**src/rtl/ysyx_rd_arb.sv**
```systemverilog
`default_nettype none
// ============================================================================
// ysyx_rd_arb : shares one AXI4 read port between IFU bursts and LSU loads,
//               one transaction in flight, with stale-burst draining on flush.
// Revision    : 1.0
// ============================================================================
module ysyx_rd_arb #(
  parameter int         XLEN       = 32,
  parameter logic [3:0] IFU_ID     = 4'h0,
  parameter logic [3:0] LSU_ID     = 4'h1,
  parameter int         STARVE_MAX = 4
) (
  input  logic            clock,
  input  logic            reset,
  input  logic            flush_pipeline,
  input  logic            ifu_arvalid,
  input  logic [XLEN-1:0] ifu_araddr,
  input  logic [7:0]      ifu_arlen,
  input  logic            ifu_lock,
  output logic            out_ifu_arready,
  output logic [XLEN-1:0] out_ifu_rdata,
  output logic            out_ifu_rvalid,
  output logic            out_ifu_rlast,
  input  logic            lsu_arvalid,
  input  logic [XLEN-1:0] lsu_araddr,
  input  logic [7:0]      lsu_rstrb,
  output logic            out_lsu_arready,
  output logic [XLEN-1:0] out_lsu_rdata,
  output logic            out_lsu_rvalid,
  output logic            out_arvalid,
  output logic [XLEN-1:0] out_araddr,
  output logic [7:0]      out_arlen,
  output logic [2:0]      out_arsize,
  output logic [1:0]      out_arburst,
  output logic [3:0]      out_arid,
  input  logic            arready,
  input  logic            rvalid,
  input  logic [XLEN-1:0] rdata,
  input  logic [1:0]      rresp,
  input  logic            rlast,
  output logic            out_rready,
  output logic            out_rd_err
);

  localparam int                  STARVE_W   = $clog2(STARVE_MAX + 1);
  localparam logic [STARVE_W-1:0] STARVE_LIM = STARVE_W'(STARVE_MAX);

  localparam logic [1:0] IDLE = 2'd0;
  localparam logic [1:0] ADDR = 2'd1;
  localparam logic [1:0] DATA = 2'd2;

  logic [1:0]          state_q, state_d;
  logic                owner_ifu_q, owner_ifu_d;
  logic                drop_q, drop_d;
  logic [STARVE_W-1:0] starve_q, starve_d;
  logic [XLEN-1:0]     araddr_q, araddr_d;
  logic [7:0]          arlen_q, arlen_d;
  logic [2:0]          arsize_q, arsize_d;
  logic [1:0]          arburst_q, arburst_d;
  logic [3:0]          arid_q, arid_d;

  logic       grant_ifu;
  logic       grant_lsu;
  logic       flush_ifu;
  logic [2:0] lsu_size;

  // Grant is combinational in IDLE; held off during reset so no accept pulse escapes.
  always_comb begin
    grant_ifu = 1'b0;
    grant_lsu = 1'b0;
    if (state_q == IDLE && !reset) begin
      if (ifu_arvalid && (ifu_lock || starve_q == STARVE_LIM)) begin
        grant_ifu = 1'b1;
      end else if (lsu_arvalid) begin
        grant_lsu = 1'b1;
      end else if (ifu_arvalid) begin
        grant_ifu = 1'b1;
      end
    end
  end

  always_comb begin
    case (lsu_rstrb)
      8'h01:   lsu_size = 3'd0;
      8'h03:   lsu_size = 3'd1;
      8'h0f:   lsu_size = 3'd2;
      8'hff:   lsu_size = 3'd3;
      default: lsu_size = 3'd2;
    endcase
  end

  always_ff @(posedge clock or posedge reset) begin
    if (reset) begin
      state_q <= IDLE;
    end else begin
      state_q <= state_d;
    end
  end

  always_comb begin
    state_d = state_q;
    case (state_q)
      IDLE:    if (grant_ifu || grant_lsu) state_d = ADDR;
      ADDR:    if (arready) state_d = DATA;
      DATA:    if (rvalid && rlast) state_d = IDLE;
      default: state_d = IDLE;
    endcase
  end

  assign flush_ifu = flush_pipeline && owner_ifu_q && (state_q == ADDR || state_q == DATA);

  always_comb begin
    owner_ifu_d = owner_ifu_q;
    araddr_d    = araddr_q;
    arlen_d     = arlen_q;
    arsize_d    = arsize_q;
    arburst_d   = arburst_q;
    arid_d      = arid_q;
    starve_d    = starve_q;
    if (grant_ifu) begin
      owner_ifu_d = 1'b1;
      araddr_d    = ifu_araddr;
      arlen_d     = ifu_arlen;
      arsize_d    = 3'd2;
      arburst_d   = 2'b01;
      arid_d      = IFU_ID;
      starve_d    = '0;
    end else if (grant_lsu) begin
      owner_ifu_d = 1'b0;
      araddr_d    = lsu_araddr;
      arlen_d     = 8'd0;
      arsize_d    = lsu_size;
      arburst_d   = 2'b01;
      arid_d      = LSU_ID;
      if (ifu_arvalid && starve_q != STARVE_LIM) starve_d = starve_q + 1'b1;
    end
    // A stale burst keeps draining until rlast; the flag dies with the transaction.
    drop_d = (state_d == IDLE) ? 1'b0 : (drop_q || flush_ifu);
  end

  always_ff @(posedge clock or posedge reset) begin
    if (reset) begin
      owner_ifu_q <= 1'b0;
      drop_q      <= 1'b0;
      starve_q    <= '0;
      araddr_q    <= '0;
      arlen_q     <= '0;
      arsize_q    <= '0;
      arburst_q   <= '0;
      arid_q      <= '0;
    end else begin
      owner_ifu_q <= owner_ifu_d;
      drop_q      <= drop_d;
      starve_q    <= starve_d;
      araddr_q    <= araddr_d;
      arlen_q     <= arlen_d;
      arsize_q    <= arsize_d;
      arburst_q   <= arburst_d;
      arid_q      <= arid_d;
    end
  end

  always_comb begin
    out_ifu_arready = grant_ifu;
    out_lsu_arready = grant_lsu;
    out_arvalid     = (state_q == ADDR);
    out_rready      = (state_q == DATA);
    out_ifu_rvalid  = rvalid && (state_q == DATA) && owner_ifu_q && !(drop_q || flush_ifu);
    out_lsu_rvalid  = rvalid && (state_q == DATA) && !owner_ifu_q;
    out_rd_err      = (out_ifu_rvalid || out_lsu_rvalid) && (rresp != 2'b00);
  end

  assign out_ifu_rdata = rdata;
  assign out_lsu_rdata = rdata;
  assign out_ifu_rlast = rlast;
  assign out_araddr    = araddr_q;
  assign out_arlen     = arlen_q;
  assign out_arsize    = arsize_q;
  assign out_arburst   = arburst_q;
  assign out_arid      = arid_q;

endmodule
`default_nettype wire

```
**config.mk**
```make
export PLATFORM = sky130hd
export DESIGN_NAME = ysyx_rd_arb
export DESIGN_NICKNAME = d
export VERILOG_FILES = /design/src/rtl/ysyx_rd_arb.sv
export SDC_FILE = /design/constraint.sdc
export NUM_CORES = 1
export LEC_CHECK = 0
export CAP_MARGIN = 40
export CORE_AREA = 2 2 94 96
export CTS_BUF_LIST = sky130_fd_sc_hd__clkbuf_8 sky130_fd_sc_hd__clkbuf_16
export DETAILED_ROUTE_END_ITERATION = 10
export DIE_AREA = 0 0 96 98
export PLACE_DENSITY = 0.92
export SYNTH_ARGS = -nofsm -noshare
export SYNTH_HDL_FRONTEND = slang
export SYNTH_SLANG_ARGS = --single-unit
```
**constraint.sdc**
```tcl
create_clock -name clock -period 3.6 [get_ports clock]
set_clock_uncertainty 0.1 [all_clocks]
set_input_delay 0.72 -clock clock [delete_from_list [all_inputs] [get_ports clock]]
set_output_delay 0.72 -clock clock [all_outputs]
set_load 0.05 [all_outputs]
```
[After elaboration in Yosys (flattened, before gate mapping)]
Index checks and enable logic that the tools add are counted.
Word-level totals
  bits in registers: 56
  input bits: 123
  output and inout port bits: 121
Operators by class
  add/sub/neg operators: 1
  equality and inequality tests: 7
  mux-type cells: 28
  reduce and logical (&&, ||, !) cells: 25
Operator list (number)
  32-bit two-way mux: 2
  8-bit two-way mux: 2
  3-bit two-way mux: 5
  2-bit case mux with 3 select lines: 2
  1-bit logical AND: 11
  1-bit two-way mux: 10
  2-bit two-way mux: 5
  8-bit by 1-bit == test with 1-bit output, second input constant: 1
  8-bit by 2-bit == test with 1-bit output, second input constant: 1
  8-bit == test, second input constant: 1
  4-bit two-way mux: 2
  2-bit nonzero test: 3
  1-bit logical OR: 5
  2-bit logical NOT: 2
  3-bit by 1-bit adder with 3-bit output, second input constant: 1
  3-bit == test, second input constant: 1
  1-bit logical NOT: 3
  3-bit inequality test, second input constant: 1
  2-bit by 1-bit == test with 1-bit output, second input constant: 1
  2-bit == test, second input constant: 1
  2-bit AND reduction: 1

[Logic depth before layout (Yosys ltp)]
Gate-level depths: netlist of run 1.
  depth in word-level cells: 10
  depth in mapped cells: 8
  gate-level depth less buffers: 7

[Worst setup path before layout of run 1]
OpenSTA, ideal clock, no wires.
  path kind: reg-to-output
  from: reg state_q[0]
  to: out out_rd_err
  arrival time: 2211 ps
  required time: 2780 ps
  slack: 569 ps
  stages on the path, launching flop included: 5
  buffers on the path: 0
  path through: dfrtp_1 inv_1 ha_1 nand2_1 nor3_1
On the way
  longest elaborated chain between the ends: 8
  elaborated cells between the ends (all ways): 12
  classes of those cells: eq/ne: 2; reduce/logical: 10
RTL lines
  start, declared: line 52  | logic [1:0] state_q, state_d;
  start signal, assigned: line 96  | state_q <= state_d;
  2-bit == test (*)
  net out_rready: line 41  | output logic out_rready,
  1-bit logical OR: line 110  | assign flush_ifu = flush_pipeline && owner_ifu_q && (state_q == ADDR || state_q == DATA);
  1-bit logical AND: line 110
  1-bit logical OR: line 168  | out_ifu_rvalid = rvalid && (state_q == DATA) && owner_ifu_q && !(drop_q || flush_ifu);
  1-bit logical NOT: line 168
  1-bit logical AND: line 168
  1-bit logical OR (*): line 170  | out_rd_err = (out_ifu_rvalid || out_lsu_rvalid) && (rresp != 2'b00);
  1-bit logical AND (*): line 170
  end, declared: line 42  | output logic out_rd_err
The timed path passes the listed nets; every way through them passes the cells marked *.

[Worst setup path in the final report of run 1]
  from: in flush_pipeline
  to: out out_rd_err
On the way
  longest elaborated chain between the ends: 7
RTL lines
  start, declared: line 15  | input logic flush_pipeline,
  1-bit logical AND (2 in series): line 110
  1-bit logical OR: line 168
  1-bit logical NOT: line 168
  1-bit logical AND: line 168
  1-bit logical OR: line 170
  1-bit logical AND: line 170
Every way passes these cells.

==> results of run 1 <==
## critical path, cell delays in order
cell and delay (ns):
clkdlybuf4s50_1 0.42, a21oi_1 0.18, nor2_1 0.06, nor3_1 0.17
clkdlybuf4s50_1 0.83
## final cells by class
| class | instances | area, um^2 | share of cell area (%) |
|---|---|---|---|
| well taps | 108 | 135.1 | 3.381 |
| inverters | 22 | 82.58 | 2.066 |
| clock inverters | 3 | 23.77 | 0.5949 |
| repair buffers | 148 | 1486 | 37.19 |
| clock buffers | 5 | 68.82 | 1.722 |
| flip-flops and latches | 51 | 1276 | 31.93 |
| multi-input cells | 156 | 923.4 | 23.11 |
## worst paths after layout
path                            depth (start not counted)                          to  slack (ns)
worst max-delay path                                    5                  out_rd_err        0.39
worst min-delay path                                    1  out_arburst[0]$_DFFE_PP0P_        0.37
worst max register to register                          8   out_araddr[1]$_DFFE_PP0P_        1.53
worst min register to register                          1  out_arburst[0]$_DFFE_PP0P_        0.37
max in group asynchronous                               3   out_araddr[0]$_DFFE_PP0P_        2.03
min in group asynchronous                               3     starve_q[1]$_DFFE_PP0P_        0.92
## routing by layer
layer | part of all wire, % | vias to the layer above
met4 | 2.9 | 0
met1 | 37 | 1123
met5 | 0 | -
met2 | 49 | 145
met3 | 11 | 22
li1 | - | 1117
## sequential cells by signal (all words and copies together), names as in the netlist
| register | flops |
|---|---|
| out_araddr | 32 |
| out_arlen | 8 |
| starve_q | 3 |
| out_arsize | 2 |
| state_q | 2 |
| drop_q | 1 |
| out_arburst | 1 |
| out_arid | 1 |
| owner_ifu_q | 1 |
## metrics by stage
stage	instances	utilization (%)	worst slack [ns]	power, mW
6_report	493	47.21	0.3925	3.514
5_1_grt	493	47.21	0.1830	3.728
4_1_cts	493	47.21	0.3839	3.551
3_5_place_dp	485	46.11	0.3921	3.196
3_3_place_gp	485	46.11	0.4280	3.135
2_1_floorplan	313	-	0.5689	2.608
## synthesized netlist by cell type (all sizes together)
library cell	n	area share [%]
buf	79	21
dfrtp	51	45
a21oi	42	7.3
nor2	28	3.7
nand2	23	3.0
inv	22	2.9
a222oi	13	4.5
a22o	8	2.4
ha	6	2.6
clkbuf	5	0.66
o21ai	5	0.87
a21o	3	0.79
nor2b	3	0.74
a31oi	2	0.44
nand3	2	0.35
nand4	2	0.44
nor3	2	0.52
a211oi	1	0.26
a21boi	1	0.26
and3b	1	0.31
and4	1	0.31
conb	1	0.13
nand2b	1	0.22
nand3b	1	0.26
o211a	1	0.35
o21a	1	0.26
o22ai	1	0.22
o32ai	1	0.31
or4	1	0.26
xor2	1	0.31
## kinds of logic (layout without fill, tap and decap cells)
group	after synthesis	in the layout
AOI/OAI and AO/OA	79	79
xor gates and xnor gates	1	1
adders and majority gates	6	6
buffers and inverters	106	178
DFF	51	51
other	1	5
and+or+nand+nor	65	65
## power groups by stage
| stage | Sequential (mW) | Combinational [mW] | Clock (mW) |
|---|---|---|---|
| floorplan | 1.78 | 0.830 | 0 |
| global placement | 0.981 | 2.15 | 0 |
| detailed placement | 0.996 | 2.20 | 0 |
| CTS | 0.986 | 2.21 | 0.357 |
| global route | 1.02 | 2.32 | 0.384 |
| finish | 0.986 | 2.19 | 0.337 |
==> flow_metrics.tcl, run 1 <==
set metrics [dict create \
    worst_pin_slew_ns 0.6569 \
    power_frac_clock_pct 9.6 \
    cp_max_fo 2 \
    ys_warn_count 0 \
    synth-seq-area-share_pct 44.62 \
    grt_start_max_net_pins 52 \
    min_from "out_arburst[0]$_DFFE_PP0P_" \
    reg2reg_from "state_q[0]$_DFF_PP0_" \
    setup-tns-final_ns 0 \
    cts_resized 0 \
    clockBufferDepth 2 \
    coreArea_um2 8466 \
    drt_wl_total_mm 7.547 \
    status "finished clean" \
    num_rows 34 \
    final_max_slew_viol_count 0 \
    synth_compound_gate_area_share_pct 18.11 \
    fillCellCount 791 \
    p_leak_nw 1.757 \
    path_clk_slew_ns 0.09 \
    synthesis.area_um2 2860 \
    grt_use_met2_pct 26.18 \
    insertion_delay_ns 0.30 \
    drive_gt1_share_pct 5.974 \
    gr-max-usage-layer "met2" \
    cts.sinks 51 \
    synth_top_family_by_area "buffers and inverters" \
    use_met3_pct 5.787 \
    grt_pass1_vias 2460 \
    setup_viol 0 \
    grt_antenna_before_repair 0 \
    root_buffer "clkbuf_8" \
    cts_tree "done" \
    place_congestion 0.8468 \
    io_pins 244 \
    finalHoldViolations 0 \
    nets 513 \
    die_h_um 98 \
    maxCapViolCount 0 \
    cts_max_level 2 \
    rsz0062_at_grt "no" \
    drtIter0Drc 95 \
    period_minus_slack_ns 3.207 \
    synth_mux_area_share_pct 0 \
    grt_pass1_wl_mm 11.76 \
    cts-buffers-inserted 5 \
    synthXorXnorAreaFrac_pct 0.3062 \
    drc_errors 0 \
    min_period_over_period_pct 89.10 \
    io_buffers 142 \
    die_area_um2 9408 \
    place_area_um2 3904 \
    ir_drop_mv 0.4208 \
    synth_cells 309 \
    antenna_cells 0 \
    synthAdderAreaFrac_pct 2.625 \
    dieWidth_um 96 \
    seqPwrFrac_pct 28.1 \
    p_per_area_nw_per_um2 879.2 \
    startpoint "flush_pipeline" \
    antenna_left 0 \
    dp_hpwl_mm 5.770 \
    arrival_ns 2.39 \
    final_cell_mix "clkdlybuf4s50_1, dfrtp_1, a21oi_1" \
    worstSetupPathType "in -> out" \
    final_common_cell "clkdlybuf4s50_1" \
    drt-pass1-iter-count 5 \
    area_growth_syn_to_layout_pct 39.72 \
    synth_cell_type_count 36 \
    synth_simple_gate_area_share_pct 10.10 \
    worst_setup_path_end_kind "output port" \
    whs_ns 0.3745 \
    post_cts_buffers 0 \
    grtUsageTotal_pct 15.89 \
    p_int_mw 1.755 \
    crit_path_start_kind "primary input" \
    comb_power_share_pct 62.3 \
    grtUsageMet1_pct 18.13 \
    cts_hold_buf 0 \
    vias_per_cell 4.882 \
    initial_core_util_pct 33.79 \
    clock.fmax_mhz 311.8 \
    relSlewSlack_pct 56.20 \
    p_switching_mw 1.759 \
    vias 2407 \
    hold_path_class "reg -> reg" \
    syn_avg_cell_area_um2 9.256 \
    grt_overflow_total 0 \
    ys_ff_latch 51 \
    wl_per_cell_um 15.31 \
    p_sw_share_pct 50.07 \
    postLayoutCellArea_um2 3996 \
    critical_path_required_ns 2.78 \
]
Power figures use the tool's default switching activity.
==> inputs of run 2 (changes only) <==
--- a/config.mk
+++ b/config.mk
@@ -6,11 +6,11 @@
 export NUM_CORES = 1
 export LEC_CHECK = 0
 export CAP_MARGIN = 40
-export CORE_AREA = 2 2 94 96
+export CORE_MARGIN = 5
+export CORE_UTILIZATION = 35
 export CTS_BUF_LIST = sky130_fd_sc_hd__clkbuf_8 sky130_fd_sc_hd__clkbuf_16
 export DETAILED_ROUTE_END_ITERATION = 10
-export DIE_AREA = 0 0 96 98
-export PLACE_DENSITY = 0.92
+export PLACE_DENSITY = 0.94
 export SYNTH_ARGS = -nofsm -noshare
 export SYNTH_HDL_FRONTEND = slang
 export SYNTH_SLANG_ARGS = --single-unit
==> constraint.sdc (replaced) <==
create_clock -name clock -period 3.6 [get_ports clock]
set_clock_uncertainty 0.1 [all_clocks]
set_input_delay 0.72 -clock clock [delete_from_list [all_inputs] [get_ports clock]]
set_output_delay 0.72 -clock clock [all_outputs]
set_load 0.01 [all_outputs]
==> run 2 against run 1 <==
Net effect:
- final area increased by 0.50%
- critical path depth is the same
- fmax is 3.4% higher
- sequential power is 0.6% higher
- register-to-register slack improved by 0.02 ns
- core utilization up 2.4 points
- wire length increased by 8.8%
- combinational power fell by 35%
- via count increased by 0.54%
- hold slack better by 0.016 ns
- largest cell class unchanged
==> flow_metrics.tcl, run 2 (synthesis gave the netlist of run 1 again) <==
set metrics [dict create \
    num_rows 33 \
    post_cts_buffers 0 \
    cts_tree "done" \
    period_minus_slack_ns 3.102 \
    vias 2420 \
    seqPwrFrac_pct 34.5 \
    grt_antenna_before_repair 0 \
    worst_path_largest_cell_delay_ns 0.62 \
    dp_slack_ns 0.5016 \
    hold_path_class "reg -> reg" \
    maxCapViolCount 0 \
    worst_slack_ns 0.4985 \
    crit_path_start_kind "primary input" \
    area_growth_syn_to_layout_pct 40.42 \
    io_pins 244 \
    drtIter0Drc 127 \
    dieWidth_um 100.4 \
    p_sw_share_pct 34.44 \
    rsz0062_at_grt "no" \
    holdPathEnd "out_arburst[0]$_DFFE_PP0P_" \
    clock.fmax_mhz 322.4 \
    coreArea_um2 8093 \
    min_period_over_period_pct 86.15 \
    antenna_cells 0 \
    cts.sinks 51 \
    slowest_stage "clkdlybuf4s50_1" \
    largest_reg_flops 32 \
    wl_per_cell_um 16.75 \
    cts-buffers-inserted 5 \
    p_switching_uw 991.1 \
    drive_gt1_share_pct 5.455 \
    grt_pass1_wl_mm 12.90 \
    drt_wl_total_mm 8.208 \
    worst_setup_path_end_kind "output port" \
    cts_max_level 2 \
    vias_per_cell 4.939 \
    grt_overflow_total 0 \
    insertion_delay_ns 0.30 \
    cp_max_fo 6 \
    min_from "out_arburst[0]$_DFFE_PP0P_" \
    finalHoldViolations 0 \
    cp_cell_sequence "clkdlybuf4s50_1, nand3b_1, a21o_1, inv_2, clkdlybuf4s50_1" \
    path_clk_slew_ns 0.09 \
    final_cell_mix "clkdlybuf4s50_1, dfrtp_1, a21oi_1" \
    reg2reg_from "state_q[0]$_DFF_PP0_" \
    setup_viol 0 \
    dp_hpwl_mm 6.351 \
    root_buffer "clkbuf_8" \
    setup-tns-final_ns 0 \
    startpoint "ifu_arvalid" \
    grt_start_max_net_pins 42 \
    power.total_mw 2.878 \
    place_congestion 0.8554 \
    whs_ns 0.3904 \
    nets 513 \
    ir_drop_mv 0.3211 \
    status "finished clean" \
    initial_core_util_pct 35.34 \
    reg2reg_to "drop_q$_DFF_PP0_" \
    drc_errors 0 \
    antenna_left 0 \
    fillCellCount 724 \
    clockBufferDepth 2 \
    die_area_um2 10080 \
    final_max_slew_viol_count 0 \
    comb_power_share_pct 49.2 \
    p_per_area_nw_per_um2 716.5 \
    fin_cells 490 \
    io_buffers 142 \
    placed_cells 482 \
    power_frac_clock_pct 16.3 \
    cts_resized 0 \
    die_h_um 100.4 \
    grt_pass1_vias 2644 \
    worstSetupPathType "in -> out" \
    p_int_mw 1.887 \
    critical_path_required_ns 2.78 \
    drt-pass1-iter-count 5 \
    grtUsageTotal_pct 16.03 \
    relSlewSlack_pct 60.76 \
    min_delay_path_depth 1 \
    arrival_ns 2.28 \
    cts_hold_buf 0 \
    worst_pin_slew_ns 0.5864 \
    reg2reg_slack_ns 1.55 \
    crit_path_frequent_cell "clkdlybuf4s50_1" \
    p_leak_nw 1.771 \
    worst-r2r-cell-count 7 \
    final_common_cell "clkdlybuf4s50_1" \
]
## run 2: changes by cell type in the layout (fill, tap and decap cells not counted), sizes merged
cell           change
clkinvlp           -1
inv                -1
buf                -2
bufinv             +2
clkdlybuf4s50      +2
## run 2: how the worst max path moves through the flow
stage / endpoint / slack [ns] / cells after the start
final: out_ifu_arready / 0.50 / 5
after global routing: out_lsu_arready / 0.42 / 4
after CTS: out_lsu_arready / 0.49 / 4
after detailed placement: out_ifu_arready / 0.50 / 5
after global placement: out_ifu_arready / 0.55 / 5
after floorplan: out_ifu_arready / 1.43 / 4
## run 2: cell type report
cell class | count | area (um^2) | area share (%)
clock buffers | 5 | 68.82 | 1.713
inverters | 22 | 82.58 | 2.056
well taps | 105 | 131.4 | 3.271
flip-flops and latches | 51 | 1276 | 31.78
repair buffers | 148 | 1466 | 36.51
multi-input cells | 156 | 923.4 | 22.99
clock inverters | 3 | 67.56 | 1.682
## run 2: power by group through the flow
stage               Clock, mW  Sequential [mW]  Combinational, mW
global route            0.505             1.03               1.54
CTS                     0.486            0.995               1.44
floorplan                   0             1.09              0.639
finish                  0.468            0.992               1.42
detailed placement          0             1.00               1.43
global placement            0            0.986               1.39
## run 2: per-stage QoR
step                      area [um^2]  util (%)
after global routing             4016     49.63
after detailed placement         3880     47.94
after floorplan                  2875         -
final                            4016     49.63
after global placement           3880     47.94
after CTS                        4016     49.63
## run 2: metal layers
| layer | GRT usage (%) | vias to the layer above | routed length [um] |
|---|---|---|---|
| li1 | - | 1118 | - |
| met1 | 17.18 | 1143 | 2908 |
| met2 | 28.44 | 132 | 4197 |
| met3 | 5.907 | 27 | 905 |
| met4 | 6.425 | 0 | 197 |
| met5 | 0 | - | 0 |
## run 2: worst max-delay path: cells and delay by family
family                 cells  cell delay, ns
AND/OR/NAND/NOR            1            0.15
AO/OA/AOI/OAI              1            0.21
buffers and inverters      3            1.20
